File: src/rtl/alu_md_if.sv
// rtl/alu_md_if.sv - operand, opcode, result and mul/div handshake bundle for alu_md
//
// Signals: A, B, f, start (master -> slave); s, overFlow, zero, busy, done, hi, lo (slave -> master).
// master modport: the EX stage or bench driving operands; slave modport: alu_md.
interface alu_md_if #(
    parameter int WIDTH = 32
);
    logic [WIDTH-1:0] A;
    logic [WIDTH-1:0] B;
    logic [3:0]       f;
    logic             start;
    logic [WIDTH-1:0] s;
    logic             overFlow;
    logic             zero;
    logic             busy;
    logic             done;
    logic [WIDTH-1:0] hi;
    logic [WIDTH-1:0] lo;

    modport master (
        output A, B, f, start,
        input  s, overFlow, zero, busy, done, hi, lo
    );

    modport slave (
        input  A, B, f, start,
        output s, overFlow, zero, busy, done, hi, lo
    );
endinterface

File: src/rtl/alu_md.sv
// rtl/alu_md.sv - combinational ALU plus sequential multiply/divide engine with HI/LO
//
// Ports: clk, rst_n (async active-low); bus (alu_md_if.slave): A, B, f, start in;
//        s, overFlow, zero (combinational), busy, done, hi, lo (registered) out.
// Build option: ALU_DIV_EN compiles in the restoring divider; without it DIV/DIVU
//        complete in one cycle and leave hi/lo untouched.
module alu_md #(
    parameter int WIDTH = 32
) (
    input  logic      clk,
    input  logic      rst_n,
    alu_md_if.slave   bus
);
    localparam int CW = $clog2(WIDTH + 1);

    typedef enum logic [1:0] {
        IDLE = 2'd0,
        RUN  = 2'd1,
        FIN  = 2'd2
    } state_t;

    state_t           state, state_nxt;
    logic [CW-1:0]    cnt;
    logic [WIDTH-1:0] acc_hi;     // product high half / partial remainder
    logic [WIDTH-1:0] acc_lo;     // multiplier -> product low half / dividend -> quotient
    logic [WIDTH-1:0] opnd;       // multiplicand or divisor magnitude
    logic             div_q;      // latched op is a divide
    logic             neg_q;      // product / quotient must be negated at FIN
    logic             neg_r;      // remainder must be negated at FIN
    logic             raw_q;      // FIN writes acc unmodified (divide by zero)
    logic             keep_q;     // FIN leaves hi/lo alone (divider not built)
    logic             busy_q, done_q;
    logic [WIDTH-1:0] hi_q, lo_q;

    // ---------------- combinational ALU ----------------
    logic [WIDTH-1:0] sum, diff;
    logic             slt, sltu;

    assign sum  = bus.A + bus.B;
    assign diff = bus.A - bus.B;
    assign slt  = $signed(bus.A) < $signed(bus.B);
    assign sltu = bus.A < bus.B;

    always_comb begin
        bus.s        = '0;
        bus.overFlow = 1'b0;
        case (bus.f)
            4'b0000: bus.s = bus.A & bus.B;
            4'b0001: bus.s = bus.A | bus.B;
            4'b0010: begin
                bus.s        = sum;
                bus.overFlow = (bus.A[WIDTH-1] == bus.B[WIDTH-1]) &&
                               (sum[WIDTH-1] != bus.A[WIDTH-1]);
            end
            4'b0110: begin
                bus.s        = diff;
                bus.overFlow = (bus.A[WIDTH-1] != bus.B[WIDTH-1]) &&
                               (diff[WIDTH-1] != bus.A[WIDTH-1]);
            end
            4'b0111: bus.s = {{(WIDTH-1){1'b0}}, slt};
            4'b0011: bus.s = bus.A ^ bus.B;
            4'b0100: bus.s = ~(bus.A | bus.B);
            4'b0101: bus.s = {{(WIDTH-1){1'b0}}, sltu};
            4'b1100: bus.s = hi_q;
            4'b1101: bus.s = lo_q;
            default: bus.s = '0;
        endcase
    end

    assign bus.zero = (bus.s == '0);
    assign bus.busy = busy_q;
    assign bus.done = done_q;
    assign bus.hi   = hi_q;
    assign bus.lo   = lo_q;

    // ---------------- launch decode ----------------
    logic             launch, op_signed, op_div, short_path;
    logic [WIDTH-1:0] a_mag, b_mag;

    assign launch    = (state == IDLE) && bus.start && (bus.f[3:2] == 2'b10);
    assign op_signed = ~bus.f[0];
    assign op_div    = bus.f[1];
    assign a_mag     = (op_signed && bus.A[WIDTH-1]) ? -bus.A : bus.A;
    assign b_mag     = (op_signed && bus.B[WIDTH-1]) ? -bus.B : bus.B;

    // Divides that skip the iterative phase and go straight to FIN.
`ifdef ALU_DIV_EN
    assign short_path = op_div && (bus.B == '0);
`else
    assign short_path = op_div;
`endif

    // ---------------- FSM ----------------
    always_ff @(posedge clk or negedge rst_n) begin
        if (!rst_n) state <= IDLE;
        else        state <= state_nxt;
    end

    always_comb begin
        state_nxt = state;
        case (state)
            IDLE: if (launch) state_nxt = short_path ? FIN : RUN;
            RUN:  if (cnt == 1) state_nxt = FIN;
            FIN:  state_nxt = IDLE;
            default: state_nxt = IDLE;
        endcase
    end

    // ---------------- iteration steps ----------------
    logic [WIDTH:0]   mul_sum;
    assign mul_sum = {1'b0, acc_hi} + (acc_lo[0] ? {1'b0, opnd} : '0);

`ifdef ALU_DIV_EN
    // Restoring step: shift the next dividend bit into the remainder and
    // subtract the divisor when it fits. The remainder stays below the divisor,
    // so the trial difference always fits in WIDTH bits.
    logic [WIDTH:0]   div_shift;
    logic [WIDTH-1:0] div_trial;
    logic             div_fits;
    assign div_shift = {acc_hi, acc_lo[WIDTH-1]};
    assign div_fits  = div_shift >= {1'b0, opnd};
    assign div_trial = div_shift[WIDTH-1:0] - opnd;
`endif

    // ---------------- FIN sign correction ----------------
    logic [2*WIDTH-1:0] prod, prod_neg;
    logic [WIDTH-1:0]   fin_hi, fin_lo;
    assign prod     = {acc_hi, acc_lo};
    assign prod_neg = -prod;

    always_comb begin
        fin_hi = acc_hi;
        fin_lo = acc_lo;
        if (raw_q) begin
            fin_hi = acc_hi;
            fin_lo = acc_lo;
        end else if (div_q) begin
            fin_lo = neg_q ? -acc_lo : acc_lo;
            fin_hi = neg_r ? -acc_hi : acc_hi;
        end else if (neg_q) begin
            {fin_hi, fin_lo} = prod_neg;
        end
    end

    // ---------------- datapath registers ----------------
    always_ff @(posedge clk or negedge rst_n) begin
        if (!rst_n) begin
            cnt    <= '0;
            acc_hi <= '0;
            acc_lo <= '0;
            opnd   <= '0;
            div_q  <= 1'b0;
            neg_q  <= 1'b0;
            neg_r  <= 1'b0;
            raw_q  <= 1'b0;
            keep_q <= 1'b0;
            busy_q <= 1'b0;
            done_q <= 1'b0;
            hi_q   <= '0;
            lo_q   <= '0;
        end else begin
            busy_q <= (state_nxt != IDLE);
            done_q <= (state == FIN);
            case (state)
                IDLE: begin
                    if (launch) begin
                        cnt    <= CW'(WIDTH);
                        acc_hi <= '0;
                        acc_lo <= a_mag;
                        opnd   <= b_mag;
                        div_q  <= op_div;
                        neg_q  <= op_signed && (bus.A[WIDTH-1] ^ bus.B[WIDTH-1]);
                        neg_r  <= op_signed && bus.A[WIDTH-1];
                        raw_q  <= 1'b0;
                        keep_q <= 1'b0;
`ifdef ALU_DIV_EN
                        if (short_path) begin
                            acc_hi <= bus.A;
                            acc_lo <= '1;
                            raw_q  <= 1'b1;
                        end
`else
                        keep_q <= short_path;
`endif
                    end
                end
                RUN: begin
                    cnt <= cnt - CW'(1);
`ifdef ALU_DIV_EN
                    if (div_q) begin
                        acc_hi <= div_fits ? div_trial : div_shift[WIDTH-1:0];
                        acc_lo <= {acc_lo[WIDTH-2:0], div_fits};
                    end else begin
                        acc_hi <= mul_sum[WIDTH:1];
                        acc_lo <= {mul_sum[0], acc_lo[WIDTH-1:1]};
                    end
`else
                    acc_hi <= mul_sum[WIDTH:1];
                    acc_lo <= {mul_sum[0], acc_lo[WIDTH-1:1]};
`endif
                end
                FIN: begin
                    if (!keep_q) begin
                        hi_q <= fin_hi;
                        lo_q <= fin_lo;
                    end
                end
                default: ;
            endcase
        end
    end
endmodule
File: src/flat_wrapper.sv
// flat-port wrapper written by rule: the top's interface ports become plain ports
module alu_md_flat 
#(
    parameter int WIDTH = 32
)
  (clk, rst_n, bus_A, bus_B, bus_f, bus_start, bus_s, bus_overFlow, bus_zero, bus_busy, bus_done, bus_hi, bus_lo);
  alu_md_if #(.WIDTH(WIDTH)) bus_i ();
  input  logic clk;
  input  logic rst_n;
  input wire logic [$bits(bus_i.A)-1:0] bus_A;
  input wire logic [$bits(bus_i.B)-1:0] bus_B;
  input wire logic [$bits(bus_i.f)-1:0] bus_f;
  input wire logic [$bits(bus_i.start)-1:0] bus_start;
  output wire logic [$bits(bus_i.s)-1:0] bus_s;
  output wire logic [$bits(bus_i.overFlow)-1:0] bus_overFlow;
  output wire logic [$bits(bus_i.zero)-1:0] bus_zero;
  output wire logic [$bits(bus_i.busy)-1:0] bus_busy;
  output wire logic [$bits(bus_i.done)-1:0] bus_done;
  output wire logic [$bits(bus_i.hi)-1:0] bus_hi;
  output wire logic [$bits(bus_i.lo)-1:0] bus_lo;
  assign bus_i.A = bus_A;
  assign bus_i.B = bus_B;
  assign bus_i.f = bus_f;
  assign bus_i.start = bus_start;
  assign bus_s = bus_i.s;
  assign bus_overFlow = bus_i.overFlow;
  assign bus_zero = bus_i.zero;
  assign bus_busy = bus_i.busy;
  assign bus_done = bus_i.done;
  assign bus_hi = bus_i.hi;
  assign bus_lo = bus_i.lo;
  alu_md #(.WIDTH(WIDTH)) u_core (.clk(clk), .rst_n(rst_n), .bus(bus_i));
endmodule
File: config.mk
export PLATFORM = sky130hd
export DESIGN_NAME = alu_md_flat
export DESIGN_NICKNAME = d
export VERILOG_FILES = /design/src/rtl/alu_md_if.sv /design/src/rtl/alu_md.sv /design/src/flat_wrapper.sv
export SDC_FILE = /design/constraint.sdc
export NUM_CORES = 1
export LEC_CHECK = 0
export CELL_PAD_IN_SITES_DETAIL_PLACEMENT = 1
export CELL_PAD_IN_SITES_GLOBAL_PLACEMENT = 1
export CORE_MARGIN = 2
export CORE_UTILIZATION = 53
export DETAILED_ROUTE_END_ITERATION = 6
export DONT_BUFFER_PORTS = 1
export PLACE_DENSITY = 0.95
export SYNTH_ARGS = -nofsm -noshare
export SYNTH_HDL_FRONTEND = slang
export SYNTH_SLANG_ARGS = --single-unit
File: constraint.sdc
create_clock -name clk -period 6.7 [get_ports clk]
set_input_delay 0.67 -clock clk [delete_from_list [all_inputs] [get_ports clk]]
set_output_delay 0.67 -clock clk [all_outputs]
set_load 0.005 [all_outputs]
==> results.ini, run 1 <==
[run_status]
status=complete, no violations

[cells_and_area]
multi_input_area_sq_um=11980
n_fill_cell=3840
design_area_sq_um=17980
drive_gt1_share_pct=4.839
nets=2370
area_growth_pct=4.975
regArea_sq_um=4330

[placed_design]
io_buffers=0
place_hpwl_um=61330
place.gp.congestion=1.009
dpl_cell_area_sq_um=17390

[floorplanning]
dieHeight_um=183.8
core_sq_um=31720
die_area_sq_um=33770
rows=65
io_pins=171
initial_utilization_pct=54.00
dieWidth_um=183.8

[timing]
fin_crit_sh_pct=81.50
worstMarginPinSlew_ns=1.341
finalClockSkew_ns=0.01741
tns_ns=0
period_needed_ns=5.460
max_freq_mhz=183.1
setup_viol_count_final=0
fin_hold_ws_ns=0.2302
relSlewSlack_pct=10.26
hold_violations=0
rsz0062_at_grt=no
slew_violations=0

[setup_path]
cp.arrival_ns=4.79
path_cells=ha_1 > inv_1 > fa_1 > nor2b_1 > o211ai_1 > a211oi_1 > nand2b_1 > nor2_1 > o21a_1 > a311o_1 > or4_1 > nor4bb_1 > nand4_1 > nor3_1
crit_path_start_kind=input pin
crit_fanout=4
cp.required_ns=6.03
path_class=input pin to primary output
cpPeakStageDelay_ns=0.80
critical_path.slowest_cell=nor4bb_1
rrSetupSlack_ns=1.25
worstSetupEndpointType=primary output

[detailed_routing]
drc=0
viasPerCell=7.675
drt-total-wl_um=88600
antenna_left=0
vias=19750
drt_iter0_markers=3010
drt-pass1-iter-count=7
wl_per_cell_um=34.44

[min_path]
hp-class=input pin to async pin

[yosys]
yosys_warnings=0
synthTopCellsByArea=dfrtp_1 25%, ha_1 10%, o21ai_0 7.7%, nand2_1 6.1%, xnor2_1 4.6%
syn-num-nets=2454
yosys.area.top_type=dfrtp_1
yosysSeqAreaShare_pct=25.28
ys_async_sr_fraction_pct=100.0
syn_area_per_cell_sq_um=7.642
synth_cells=2241
synth-seq-cells=173
synth_edf_count=0
synth_commonest_cells=278 x nand2_1, 263 x o21ai_0, 173 x dfrtp_1
syn_area_sq_um=17130
synth_top_flop_cell=dfrtp_1
synth_most_common_cell=nand2_1
synth.top_cell.area_share_pct=25.28
synth.distinct_cells=81

[clock_tree]
cts_made_buffers=17
clockBufferDepth=2
insertion_delay_ns=0.47
path_clk_slew_ns=0.07
cts_resized=0
cts_tree=built
root_buffer=clkbuf_16
htree_num_levels=4
clock_sinks=173
cts_setup_buffers=0

[pwr]
ir_drop_uv=313.6
p_per_area_nw_per_um2=364.9
p_leak_uw=0.007745

[global_routing]
gr-total-overflow=0
grt_usage_pct=51.92
antenna_found_initial=11
grt_pass1_vias=20000
grt_pass1_wl_um=130900
grt_max_degree=174

[run]
drv_cap=0

==> layer usage <==
| layer | wire [um] | track usage (%) | vias up |
|---|---|---|---|
| li1 | - | - | 7936 |
| met1 | 32690 | 64.25 | 9660 |
| met2 | 38570 | 80.39 | 1614 |
| met3 | 10800 | 14.98 | 522 |
| met4 | 6412 | 30.91 | 16 |
| met5 | 123 | 0.4444 | - |
==> cells in the final DEF (no fill, tap or decap), types with 22 or more instances in the layout <==
master    count
o21ai_0     263
xnor2_1      89
nor2_1      142
a31oi_1      30
nand4_1      23
and2_1       47
xor2_1       67
nor2b_1      22
nand2b_1     29
o31ai_1      40
nor3_1       41
nand3_1      44
dfrtp_1     172
a22oi_1      47
a21o_1       27
nand2_1     277
a21oi_1     136
inv_1       111
nor4_1       25
or3_1        27
ha_1        139
==> repair_timing <==
action                                 CTS  global route
endpoints found under the hold margin  173             0
hold buffers                             1             0
setup endpoints to repair                0             0
==> path summary, 6_finish.rpt <==
check | from | to | cells after the start
setup / recovery | bus_B[0] | bus_zero | 14
hold / removal | rst_n | u_core.bus.lo[7]$_DFFE_PN0P_ | 1
setup reg to reg | u_core.acc_lo[0]$_DFFE_PN0P_ | u_core.acc_hi[31]$_DFFE_PN0P_ | 15
hold reg to reg | u_core.opnd[31]$_DFFE_PN0P_ | u_core.opnd[31]$_DFFE_PN0P_ | 2
max in group asynchronous | rst_n | u_core.opnd[29]$_DFFE_PN0P_ | 1
min in group clk | bus_f[1] | u_core.state[0]$_DFF_PN0_ | 1
==> final cells by class <==
cell class	instances	share of cell area, %
multi-input cells	1832	66.62
flip-flops and latches	173	24.09
well taps	402	2.798
clock buffers	18	2.387
inverters	111	2.317
repair buffers	22	1.030
clock inverters	14	0.7447
diodes	1	0.01392
==> where the power goes <==
group          total [uW]  switching (uW)  internal [uW]
clock                1020             505            519
combinational        3190            2170           1030
sequential           2340             856           1490
total                6560            3530           3030
==> registers in the layout (all words and copies together), names as in the netlist <==
signal	count
u_core.bus.busy	1
u_core.neg_q	1
u_core.cnt	6
u_core.acc_hi	32
u_core.bus.lo	32
u_core.bus.hi	32
u_core.bus.done	1
u_core.keep_q	1
u_core.opnd	32
u_core.state	2
u_core.neg_r	1
u_core.acc_lo	32
==> stage by stage <==
step / instances / util, % / setup slack [ns] / total power (uW)
6_report: 2573 / 56.68 / 1.240 / 6561
5_1_grt: 2572 / 56.67 / 0.9735 / 6687
4_1_cts: 2572 / 56.67 / 1.341 / 6292
3_5_place_dp: 2539 / 54.81 / 1.356 / 4978
3_3_place_gp: 2539 / 54.81 / 1.440 / 4656
2_1_floorplan: 2241 / - / 2.312 / 3830
==> worst max-delay path: cells and delay by family <==
| family | cells | cell delay (ns) |
|---|---|---|
| simple gates | 7 | 2.25 |
| compound gates | 4 | 1.18 |
| fa+ha+maj | 2 | 0.61 |
| buf+inv | 1 | 0.07 |
==> kinds of logic after synthesis <==
kind of cell | synth area share [%]
DFF | 25.28
buffers and inverters | 5.172
muxes | 1.235
adders and majority gates | 10.51
AOI/OAI and AO/OA | 28.14
and+or+nand+nor | 21.69
xor gates and xnor gates | 7.978
(Power assumes the default switching activity.)
==> inputs of run 2 (changes only) <==
--- a/config.mk
+++ b/config.mk
@@ -8,10 +8,10 @@
 export CELL_PAD_IN_SITES_DETAIL_PLACEMENT = 1
 export CELL_PAD_IN_SITES_GLOBAL_PLACEMENT = 1
 export CORE_MARGIN = 2
-export CORE_UTILIZATION = 53
+export CORE_UTILIZATION = 49
 export DETAILED_ROUTE_END_ITERATION = 6
 export DONT_BUFFER_PORTS = 1
-export PLACE_DENSITY = 0.95
+export PLACE_DENSITY = 0.93
 export SYNTH_ARGS = -nofsm -noshare
 export SYNTH_HDL_FRONTEND = slang
 export SYNTH_SLANG_ARGS = --single-unit
==> constraint.sdc (replaced) <==
create_clock -name clk -period 5.67 [get_ports clk]
set_input_delay 0.567 -clock clk [delete_from_list [all_inputs] [get_ports clk]]
set_output_delay 0.567 -clock clk [all_outputs]
set_load 0.005 [all_outputs]
==> run 2 against run 1 <==
Net effect:
- hold slack lost 0.11 ns
- clock skew is 0.0024 ns lower
- largest cell class unchanged
- wire length fell by 12%
- largest power group unchanged
==> results.ini, run 2 (synthesized netlist as in run 1, its figures left out) <==
[detailed_routing]
drt-pass1-iter-count=6
drt-total-wl_um=77680
drc=0
viasPerCell=7.102
vias=18680
drt_iter0_markers=2144
antenna_left=0
wl_per_cell_um=29.54

[floorplanning]
dieHeight_um=191.0
initial_utilization_pct=49.70
dieWidth_um=191.0
io_pins=171
rows=68
die_area_sq_um=36460
core_sq_um=34460

[clock_tree]
clock_sinks=173
root_buffer=clkbuf_16
htree_num_levels=4
cts_resized=0
cts_made_buffers=17
insertion_delay_ns=0.46
cts_setup_buffers=0
clockBufferDepth=2
holdBufCountCts=1
cts_tree=built
path_clk_slew_ns=0.07

[cells_and_area]
design_area_sq_um=18100
multi_input_area_sq_um=11980
layout_common_cells=277 x nand2_1, 263 x o21ai_0, 172 x dfrtp_1
final_common_cell=nand2_1
drive_gt1_share_pct=5.011
stdcell_count=2630
area_growth_pct=5.691
antennaDiodeCount=0
regArea_sq_um=4330
nets=2375
n_fill_cell=4320

[timing]
finalClockSkew_ns=0.01498
setup_viol_count_final=0
relSlewSlack_pct=17.27
slew_violations=0
max_freq_mhz=195.1
worstMarginPinSlew_ns=1.241
hold_violations=0
tns_ns=0
fin_crit_sh_pct=90.41
period_needed_ns=5.126
setup_ws_ns=0.5438
rsz0062_at_grt=no
fin_hold_ws_ns=0.1217

[global_routing]
antenna_found_initial=2
grt_pass1_wl_um=115900
grt_usage_pct=41.91
grt_max_degree=174
grt_pass1_vias=18470
gr-total-overflow=0

[pwr]
p_comb_share_pct=46.8
power_frac_seq_pct=36.6
p_sw_share_pct=50.45
clockPowerShare_pct=16.6
p_leak_uw=0.007789
ir_drop_uv=287.4
p_sw_uw=3695
p_int_uw=3629
p_per_area_nw_per_um2=404.6

[placed_design]
place_hpwl_um=57240
io_buffers=0
post-place-ws_ns=0.5666
place.gp.congestion=0.9875
dpl_cell_area_sq_um=17490
place_inst=2597

[setup_path]
reg2reg_depth=12
crit_path_start_kind=input pin
path_class=input pin to primary output
reg2reg_to=u_core.bus.hi[23]$_DFFE_PN0P_
crit_start=bus_B[6]
cp.required_ns=5.10
cp.arrival_ns=4.56
worstReg2RegStart=u_core.acc_lo[2]$_DFFE_PN0P_
crit_fanout=10
worstSetupEndpointType=primary output
rrSetupSlack_ns=0.90
endpoint=bus_zero

[min_path]
hp-class=input pin to async pin

[run]
drv_cap=0

[run_status]
status=complete, no violations

-- run 2: cell count changes in the layout (fill, tap and decap cells not counted), sizes merged --
cell	previous run	this run
clkbuf	18	20
clkinvlp	5	2
clkinv	2	5
buf	22	27
bufinv	1	2
inv	117	114
diode	1	0
-- run 2: through the flow --
step | power, uW | util, %
CTS | 7133 | 52.53
floorplan | 4526 | -
detailed placement | 5742 | 50.76
finish | 7324 | 52.53
global placement | 5471 | 50.76
global route | 7645 | 52.53
-- run 2: per-layer routing --
layer  wire, um  vias up  global-route usage, %  part of all wire (%)
met2      34360     1169                  65.45                    44
met4       4328        2                  19.74                   5.6
li1           -     7937                      -                     -
met3       8476      287                  10.19                    11
met1      30500     9282                  54.47                    39
met5          9        -                      0                 0.012
-- run 2: power by group through the flow --
stage               clock network [uW]  logic [uW]  registers, uW
finish                            1220        3430           2680
detailed placement                   0        3150           2600
floorplan                            0        2330           2190
global route                      1260        3700           2690
CTS                               1210        3320           2610
global placement                     0        2930           2540
-- run 2: worst min path at each step --
stage | from | endpoint | slack (ns) | cells past startpoint
after floorplan | rst_n | u_core.acc_hi[0]$_DFFE_PN0P_ | 0.27 | 0
after global placement | rst_n | u_core.cnt[4]$_DFFE_PN0P_ | 0.28 | 0
after detailed placement | rst_n | u_core.cnt[3]$_DFFE_PN0P_ | 0.28 | 0
after CTS | rst_n | u_core.bus.hi[17]$_DFFE_PN0P_ | 0.22 | 1
after global routing | rst_n | u_core.acc_lo[4]$_DFFE_PN0P_ | 0.20 | 1
final | rst_n | u_core.acc_lo[4]$_DFFE_PN0P_ | 0.12 | 1
-- run 2: worst max-delay path, stage by stage --
cell and delay, ns:
inv_1 0.08, ha_1 0.45, a21o_1 0.25, a31oi_1 0.28, nor4bb_1 0.57, nor3b_1 0.19, o31ai_1 0.59, a311oi_1 0.22
nor2_1 0.25, a22oi_1 0.13, o2bb2ai_1 0.22, or4bb_1 0.55, nor3_1 0.21
-- run 2: area by class of cell --
type / count / share of cell area, %
well taps: 455 / 3.145
flip-flops and latches: 173 / 23.92
multi-input cells: 1832 / 66.17
clock inverters: 12 / 0.7604
repair buffers: 27 / 1.230
clock buffers: 20 / 2.468
inverters: 111 / 2.302
